==> src/rtl/mux_4_pkg.sv <==
// Select-code constants shared by the mux_4 datapath selector and its users.
// The encodings match the operand ports a..d in order.
package mux_4_pkg;

    localparam logic [1:0] SEL_A = 2'b00;
    localparam logic [1:0] SEL_B = 2'b01;
    localparam logic [1:0] SEL_C = 2'b10;
    localparam logic [1:0] SEL_D = 2'b11;

endpackage

==> src/rtl/mux_4_comb.sv <==
// Purely combinational 4:1 selector, full width, no arithmetic on the operands.
// An unknown select drives an unknown result rather than silently picking an operand.
module mux_4_comb
    import mux_4_pkg::*;
#(
    parameter int WIDTH = 32
) (
    input  logic [WIDTH-1:0] a,
    input  logic [WIDTH-1:0] b,
    input  logic [WIDTH-1:0] c,
    input  logic [WIDTH-1:0] d,
    input  logic [1:0]       sel,
    output logic [WIDTH-1:0] y
);

    always_comb begin
        y = 'x;
        case (sel)
            SEL_A: y = a;
            SEL_B: y = b;
            SEL_C: y = c;
            SEL_D: y = d;
        endcase
    end

endmodule

==> src/rtl/mux_4.sv <==
// Registered 4:1 data selector: y holds the operand chosen by sel one clock later.
// y is reloaded every cycle; rst clears it immediately without waiting for clk.
module mux_4 #(
    parameter int WIDTH = 32
) (
    input  logic             clk,
    input  logic             rst,
    input  logic [WIDTH-1:0] a,
    input  logic [WIDTH-1:0] b,
    input  logic [WIDTH-1:0] c,
    input  logic [WIDTH-1:0] d,
    input  logic [1:0]       sel,
    output logic [WIDTH-1:0] y
);

    logic [WIDTH-1:0] next;

    mux_4_comb #(
        .WIDTH(WIDTH)
    ) u_comb (
        .a  (a),
        .b  (b),
        .c  (c),
        .d  (d),
        .sel(sel),
        .y  (next)
    );

    always_ff @(posedge clk or posedge rst) begin
        if (rst) begin
            y <= '0;
        end else begin
            y <= next;
        end
    end

endmodule

==> config.mk <==
export PLATFORM = sky130hd
export DESIGN_NAME = mux_4
export DESIGN_NICKNAME = d
export VERILOG_FILES = /design/src/rtl/mux_4_pkg.sv /design/src/rtl/mux_4_comb.sv /design/src/rtl/mux_4.sv
export SDC_FILE = /design/constraint.sdc
export NUM_CORES = 1
export LEC_CHECK = 0
export CORE_MARGIN = 1.5
export CORE_UTILIZATION = 32
export CTS_CLUSTER_SIZE = 14
export DETAILED_ROUTE_END_ITERATION = 10
export DONT_BUFFER_PORTS = 1
export PLACE_DENSITY = 0.56
export SLEW_MARGIN = 20
export SYNTH_ARGS = -nofsm -noshare
export SYNTH_HDL_FRONTEND = slang
export SYNTH_SLANG_ARGS = --single-unit
==> constraint.sdc <==
create_clock -name clk -period 1.6 [get_ports clk]
set_input_delay 0.48 -clock clk [delete_from_list [all_inputs] [get_ports clk]]
set_output_delay 0.48 -clock clk [all_outputs]
set_load 0.02 [all_outputs]
==> results of run 1 <==
-- cell usage in the layout, fill, tap and decap left out --
master and n:
buf_4 1, clkbuf_8 6, clkinv_2 2, dfrtp_1 32, diode_2 2, inv_1 1
mux4_1 2, mux4_2 30
-- worst paths after layout --
check / from / endpoint / cells after the start
worst max-delay path: y[25]$_DFF_PP0_ / y[25] / 0
worst min-delay path: rst / y[3]$_DFF_PP0_ / 2
max in group asynchronous: rst / y[17]$_DFF_PP0_ / 2
min in group clk: sel[1] / y[28]$_DFF_PP0_ / 1
-- synthesized netlist by cell type --
master   number
buf_2         3
buf_12        3
inv_1         1
buf_6         1
mux4_2       30
mux4_1        2
dfrtp_1      32
-- routing by layer --
| layer | wire [um] | up-vias |
|---|---|---|
| li1 | - | 310 |
| met1 | 1030 | 410 |
| met2 | 2050 | 84 |
| met3 | 629 | 8 |
| met4 | 81 | 0 |
| met5 | 0 | - |
-- power by group through the flow --
stage / Sequential [W] / Combinational, W / Clock, W
2_1_floorplan: 0.00104 / 0.000201 / 0
3_3_place_gp: 0.00105 / 0.000165 / 0
3_5_place_dp: 0.00105 / 0.000170 / 0
4_1_cts: 0.00104 / 0.000171 / 0.000658
5_1_grt: 0.00105 / 0.000178 / 0.000705
6_report: 0.00104 / 0.000167 / 0.000625
-- stage by stage --
stage / total power [W] / util / setup slack, ns
after floorplan: 0.00124 / - / 0.244
after global placement: 0.00122 / 0.339 / 0.465
after detailed placement: 0.00122 / 0.339 / 0.425
final: 0.00183 / 0.360 / 0.382
after CTS: 0.00187 / 0.359 / 0.356
after global routing: 0.00193 / 0.359 / 0.348
-- cell type report --
type | count | area [sq um] | share of cell area
clock inverters | 2 | 10.0 | 0.00581
well taps | 67 | 83.8 | 0.0487
multi-input cells | 32 | 728 | 0.423
repair buffers | 1 | 7.51 | 0.00436
clock buffers | 6 | 82.6 | 0.0480
flip-flops and latches | 32 | 801 | 0.465
inverters | 1 | 3.75 | 0.00218
diodes | 2 | 5.00 | 0.00291
-- kinds of logic (layout without fill, tap and decap cells) --
logic type   count (synthesis)  in the layout  synth area share
mux                         32             32             0.450
flops                       32             32             0.495
buf+inv                      8             10            0.0556
other cells                  0              2                 0
==> run summary, run 1 <==
Core ar. = 4790 sq um
Drt wl/cell = 26.5 um
Status = finished clean
Height of the die = 74.1 um
GR Util All Layers = 0.139
Placed cell area = 1620 sq um
Max-Cap Viols = 0
TNS Setup = 0 ns
Setup Buffers After CTS = 0
Switching share of total power = 0.254
Max reg flops = 32
Top flop regs = y: 32 flops
Placed cell count = 133
Nets = 205
Worst Setup End Kind = output port
Initial DRC Count = 42
Root buffer cell = clkbuf_8
Die Wd = 74.1 um
Tcrit/Tclk final = 0.761
Yosys cell types = 7
Clk sink count = 32
Fraction of layout cells with a size suffix above 1 = 0.527
Total gr overflow = 0
Vias = 812
Grt met3 use = 0.103
Flops & latches, synth = 32
Worst hold margin = 0.174 ns
Data required time of the critical path = 1.12 ns
Sequential power share = 0.567
Setup CP Type = flip-flop to output port
Die ar. = 5500 sq um
Final Setup Violations = 0
Fin cells = 143
Synth Warn # = 0
Synth Area per Inst = 22.5 sq um
H-tree levels = 2
Crit start category = flip-flop
Top area cells in the synthesized netlist = dfrtp_1 (49%), mux4_2 (42%), buf_12 (3.7%)
Max VDD drop = 0.000283 V
Met2 Use GR = 0.222
Clock power frac = 0.342
RSZ-0062 raised after global routing = no
RD Place Congestion = 0.669
Crit path time final = 1.22 ns
Rows = 25
CTS Buffer Depth = 2
Gate power share = 0.091
Achievable Freq = 821 MHz
Final instance area = 1720 sq um
Static leakage = 0.646 nW
CTS tree = built
Area Overhead vs Synth = 6.34%
Final hold vios = 0
Port Buf Inserts = 0
Post-CTS resize count = 0
Worst Path Max Fanout = 1
Vias/cell = 5.68
Cell taking the most area after synthesis = dfrtp_1
Internal power = 0.00136 W
CTS Hold Buffers Added = 0
Busiest metal layer after global routing = met2
Initial antenna violation count = 2
P per Cell Area = 1060 nW/um^2
Worst path arrival time = 0.74 ns
Mapped Nets = 204
Synth top area share = 0.495
Synth Instances = 72
Remaining antenna violation count = 0
Reg with most FFs = y
First-pass detailed-route iteration total = 6
Synthesized area = 1620 sq um
Initial Utilization = 0.338
Worst hold path type = input pin to asynchronous set/reset pin
Fillers = 458
Met1 GRT Util = 0.132
Rel. slew slack = 0.729
Slew @ Worst Pin = 0.406 ns
Net Switching = 0.000465 W
TritonCTS Buffers = 5
Final wirelength = 3790 um
Vias in the first global route = 948
First-pass GRT wire length = 5310 um
Max Slew Vio Count = 0
Seq/Total Area, Yosys = 0.495
Clock slew at reported path FFs = 0.07 ns
IO Count = 164
Largest net degree at the start of global routing = 33
DRC errors left = 0
Power figures use the tool's default switching activity.
==> run 2, diff against run 1 <==
==> constraint.sdc (replaced) <==
create_clock -name clk -period 1.3 [get_ports clk]
set_input_delay 0.39 -clock clk [delete_from_list [all_inputs] [get_ports clk]]
set_output_delay 0.39 -clock clk [all_outputs]
set_load 0.02 [all_outputs]
==> run summary, run 2 (synthesis gave the netlist of run 1 again) <==
Status = finished clean
Clk sink count = 32 (unchanged)
Switching share of total power = 0.249 (-0.00558)
Place WS = 0.232 ns (-0.194 ns)
Initial DRC Count = 17 (-60%)
Max-Cap Viols = 0 (unchanged)
Stages on worst setup path = 0 (unchanged)
Rel. slew slack = 0.851 (+0.122)
Vias/cell = 5.75 (+1.3%)
Remaining antenna violation count = 0 (unchanged)
TNS Setup = 0 ns (unchanged)
Die ar. = 5500 sq um (unchanged)
Placed cell area = 1640 sq um (+0.77%)
Placed cell count = 133 (unchanged)
Most frequent cells in the layout = dfrtp_1 (32), mux4_2 (30), clkbuf_8 (5), mux4_1 (2)
Gate power share = 0.097 (+0.006)
Setup slack after layout = 0.175 ns (-0.208 ns)
Sequential power share = 0.590 (+0.023)
Final wirelength = 3740 um (-1.4%)
Data required time of the critical path = 0.91 ns (-0.21 ns)
Final hold vios = 0 (unchanged)
Nets = 205 (unchanged)
Crit path time final = 1.13 ns
Clock power frac = 0.313 (-0.029)
CTS Buffer Depth = 2 (unchanged)
Worst path arrival time = 0.74 ns (about the same)
First-pass detailed-route iteration total = 6 (unchanged)
Area Overhead vs Synth = 6.18%
Port Buf Inserts = 0 (unchanged)
P per Cell Area = 1260 nW/um^2 (+18%)
Most common cell after layout, fill and taps aside = dfrtp_1
Root buffer cell = clkbuf_8
Initial antenna violation count = 2 (unchanged)
Slew @ Worst Pin = 0.224 ns (-0.183 ns)
First-pass GRT wire length = 5290 um (-0.26%)
Die Wd = 74.1 um (unchanged)
RSZ-0062 raised after global routing = no
Vias in the first global route = 962 (+1.5%)
Internal power = 0.00162 W (+19%)
Rows = 25 (unchanged)
Max VDD drop = 0.000441 V (+56%)
RD Place Congestion = 0.661 (-1.2%)
Setup Buffers After CTS = 0 (unchanged)
Post-CTS resize count = 0 (unchanged)
Worst Path Max Fanout = 1 (unchanged)
Fin cells = 142 (-0.70%)
Clock slew at reported path FFs = 0.06 ns (about the same)
Drt wl/cell = 26.3 um (-0.70%)
IO Count = 164 (unchanged)
CTS tree = built
CTS Hold Buffers Added = 0 (unchanged)
Net Switching = 0.000537 W (+16%)
Largest net degree at the start of global routing = 33 (unchanged)
Top flop regs = y: 32 flops
Fillers = 451 (-1.5%)
Final instance area = 1720 sq um (-0.15%)
Static leakage = 0.641 nW (-0.82%)
Worst hold path type = input pin to asynchronous set/reset pin
Height of the die = 74.1 um (unchanged)
Max reg flops = 32 (unchanged)
Max Slew Vio Count = 0 (unchanged)
TritonCTS Buffers = 5 (unchanged)
Final Setup Violations = 0 (unchanged)
Worst setup path end = y[25]
Fraction of layout cells with a size suffix above 1 = 0.507 (-0.0202)
GR Util All Layers = 0.139 (-0.000161)
DRC errors left = 0 (unchanged)
Initial Utilization = 0.338 (unchanged)
Crit. Startpoint = y[25]$_DFF_PP0_
H-tree levels = 2 (unchanged)
Crit start category = flip-flop
Vias = 817 (+0.62%)
Core ar. = 4790 sq um (unchanged)
Achievable Freq = 889 MHz
Total gr overflow = 0 (unchanged)
Worst Setup End Kind = output port
Tcrit/Tclk final = 0.866
Setup CP Type = flip-flop to output port
Reg with most FFs = y
-- run 2: changes by cell type in the layout (fill, tap and decap cells not counted), sizes merged --
cell	before	now
clkinv	2	1
-- run 2: cell type report --
type	count	area (sq um)	share of cell area
tap	67	83.8	0.0488
clock buffer	6	72.6	0.0422
sequential	32	801	0.466
antenna	2	5.00	0.00291
multi-input combinational	32	728	0.424
clock inverter	1	5.00	0.00291
timing repair buffer	1	20.0	0.0116
inverter	1	3.75	0.00218
-- run 2: worst min path at each step --
stage / depth (start not counted) / slack (ns) / to / startpoint
finish: 2 / 0.04 / y[0]$_DFF_PP0_ / rst
global placement: 2 / 0.34 / y[3]$_DFF_PP0_ / rst
floorplan: 1 / 0.51 / y[0]$_DFF_PP0_ / rst
global route: 2 / 0.04 / y[31]$_DFF_PP0_ / rst
CTS: 2 / 0.04 / y[3]$_DFF_PP0_ / rst
detailed placement: 2 / 0.34 / y[3]$_DFF_PP0_ / rst
-- run 2: through the flow --
stage	power [W]	util	hold slack, ns
floorplan	0.00152	-	0.506
global placement	0.00150	0.342	0.336
detailed placement	0.00151	0.342	0.341
CTS	0.00220	0.358	0.0377
global route	0.00228	0.358	0.0441
finish	0.00216	0.359	0.0402
-- run 2: power by group through the flow --
stage	clock network [W]	registers, W	logic, W
CTS	0.000712	0.00128	0.000215
detailed placement	0	0.00129	0.000214
floorplan	0	0.00128	0.000248
finish	0.000677	0.00127	0.000210
global route	0.000772	0.00129	0.000225
global placement	0	0.00129	0.000208
-- run 2: per-layer routing --
layer | global-route usage | part of all wire
met1 | 0.140 | 0.28
met2 | 0.215 | 0.53
met3 | 0.0949 | 0.16
met4 | 0.0782 | 0.024
met5 | 0 | 0
==> run 3, diff against run 2 <==
--- a/config.mk
+++ b/config.mk
@@ -5,12 +5,14 @@
 export SDC_FILE = /design/constraint.sdc
 export NUM_CORES = 1
 export LEC_CHECK = 0
+export CORE_ASPECT_RATIO = 1.25
 export CORE_MARGIN = 1.5
 export CORE_UTILIZATION = 32
 export CTS_CLUSTER_SIZE = 14
 export DETAILED_ROUTE_END_ITERATION = 10
 export DONT_BUFFER_PORTS = 1
 export PLACE_DENSITY = 0.56
+export SKIP_CTS_REPAIR_TIMING = 1
 export SLEW_MARGIN = 20
 export SYNTH_ARGS = -nofsm -noshare
 export SYNTH_HDL_FRONTEND = slang
==> run summary, run 3 (synthesis gave the netlist of run 1 again) <==
RD Place Congestion = 0.729 (+10%)
Drt wl/cell = 29.3 um (+11%)
Initial antenna violation count = 0 (-2)
Net Switching = 0.000558 W (+3.8%)
Setup CP Type = flip-flop to output port
Rel. slew slack = 0.837 (-0.0136)
DRC errors left = 0 (unchanged)
Tcrit/Tclk final = 0.877 (+0.0117)
Nets = 206 (+0.49%)
TritonCTS Buffers = 5 (unchanged)
Sequential power share = 0.585 (-0.005)
Core ar. = 4800 sq um (+0.29%)
Slew @ Worst Pin = 0.244 ns (+0.0204 ns)
Most common cell after layout, fill and taps aside = dfrtp_1
Largest net degree at the start of global routing = 33 (unchanged)
Vias = 812 (-0.61%)
Fillers = 437 (-3.1%)
Vias/cell = 6.06 (+5.3%)
Root buffer cell = clkbuf_8
Die Wd = 66.6 um (-10%)
Worst hold margin = 0.0197 ns (-0.0205 ns)
Setup slack after layout = 0.159 ns (-0.0152 ns)
Internal power = 0.00162 W (-0.13%)
Max Used Layer = met4
Crit start category = flip-flop
Rows = 28 (+12%)
HPWL after detailed placement = 3270 um
First-pass detailed-route iteration total = 4 (-2)
Worst Setup End Kind = output port
Total gr overflow = 0 (unchanged)
Remaining antenna violation count = 0 (unchanged)
Clock power frac = 0.321 (+0.008)
Port Buf Inserts = 0 (unchanged)
Met3 WL post-DR = 500 um (-17%)
Gate power share = 0.094 (-0.003)
TNS Setup = 0 ns (unchanged)
RSZ-0062 raised after global routing = no
Final Setup Violations = 0 (unchanged)
Final hold vios = 0 (unchanged)
Static leakage = 0.641 nW (about the same)
Fraction of layout cells with a size suffix above 1 = 0.514 (+0.00666)
Height of the die = 82.5 um (+11%)
Vias in the first global route = 985 (+2.4%)
Status = finished clean
Max Slew Vio Count = 0 (unchanged)
Wire length on met2 = 2200 um (+10%)
Routed length on met1 = 1130 um (+7.6%)
Most frequent cells in the layout = dfrtp_1 (32), mux4_2 (30), clkbuf_8 (5), mux4_1 (2), buf_4 (2)
Antenna diodes = 0 (-2)
First-pass GRT wire length = 5370 um (+1.4%)
Placed cell count = 127 (-4.5%)
Die ar. = 5500 sq um (about the same)
Data required time of the critical path = 0.91 ns (about the same)
Worst hold path type = input pin to asynchronous set/reset pin
Max-Cap Viols = 0 (unchanged)
Place WS = 0.242 ns (+0.0105 ns)
Top flop regs = y: 32 flops
Area Overhead vs Synth = 5.02%
CTS Buffer Depth = 2 (unchanged)
Achievable Freq = 877 MHz (-1.3%)
Reg with most FFs = y
GR Util All Layers = 0.144 (+0.00462)
Worst Path Max Fanout = 1 (unchanged)
Fin cells = 134 (-5.6%)
H-tree levels = 2 (unchanged)
Switching share of total power = 0.256 (+0.00725)
Max VDD drop = 0.000569 V (+29%)
Crit path time final = 1.14 ns (+0.0152 ns)
Worst path arrival time = 0.75 ns (about the same)
Initial Utilization = 0.337 (-0.000970)
Max reg flops = 32 (unchanged)
P per Cell Area = 1280 nW/um^2 (+2.0%)
Final wirelength = 3930 um (+5.2%)
IO Count = 164 (unchanged)
Clk sink count = 32 (unchanged)
Initial DRC Count = 20 (+3)
Clock slew at reported path FFs = 0.07 ns (about the same)
CTS tree = built
Tot Pwr = 0.00218 W (+0.84%)
[run 3: worst max path at each step]
stage	from	endpoint	cells after the start
floorplan	sel[0]	y[0]$_DFF_PP0_	3
detailed placement	sel[0]	y[28]$_DFF_PP0_	1
global placement	sel[0]	y[28]$_DFF_PP0_	1
finish	y[30]$_DFF_PP0_	y[30]	0
CTS	y[30]$_DFF_PP0_	y[30]	0
global route	y[30]$_DFF_PP0_	y[30]	0
[run 3: area by class of cell]
| type | count | area, sq um | share of cell area |
|---|---|---|---|
| clock buffer | 6 | 72.6 | 0.0427 |
| clock inverter | 1 | 5.00 | 0.00294 |
| inverter | 1 | 3.75 | 0.00221 |
| multi-input combinational | 32 | 728 | 0.428 |
| sequential | 32 | 801 | 0.471 |
| tap | 60 | 75.1 | 0.0442 |
| timing repair buffer | 2 | 15.0 | 0.00883 |
[run 3: through the flow]
stage,instance area (sq um),util
after CTS,1700,0.354
after floorplan,1620,-
after global routing,1700,0.354
after detailed placement,1620,0.338
after global placement,1620,0.338
final,1700,0.354
[run 3: layer usage]
metal	GRT usage	vias up
met5	0	-
met4	0.0633	0
met3	0.0718	7
met2	0.246	89
met1	0.147	408
li1	-	308
[run 3: power by group through the flow]
stage	registers [W]	clock network, W	logic [W]
2_1_floorplan	0.00128	0	0.000248
3_3_place_gp	0.00130	0	0.000203
3_5_place_dp	0.00129	0	0.000210
4_1_cts	0.00128	0.000741	0.000209
5_1_grt	0.00129	0.000783	0.000221
6_report	0.00127	0.000700	0.000206
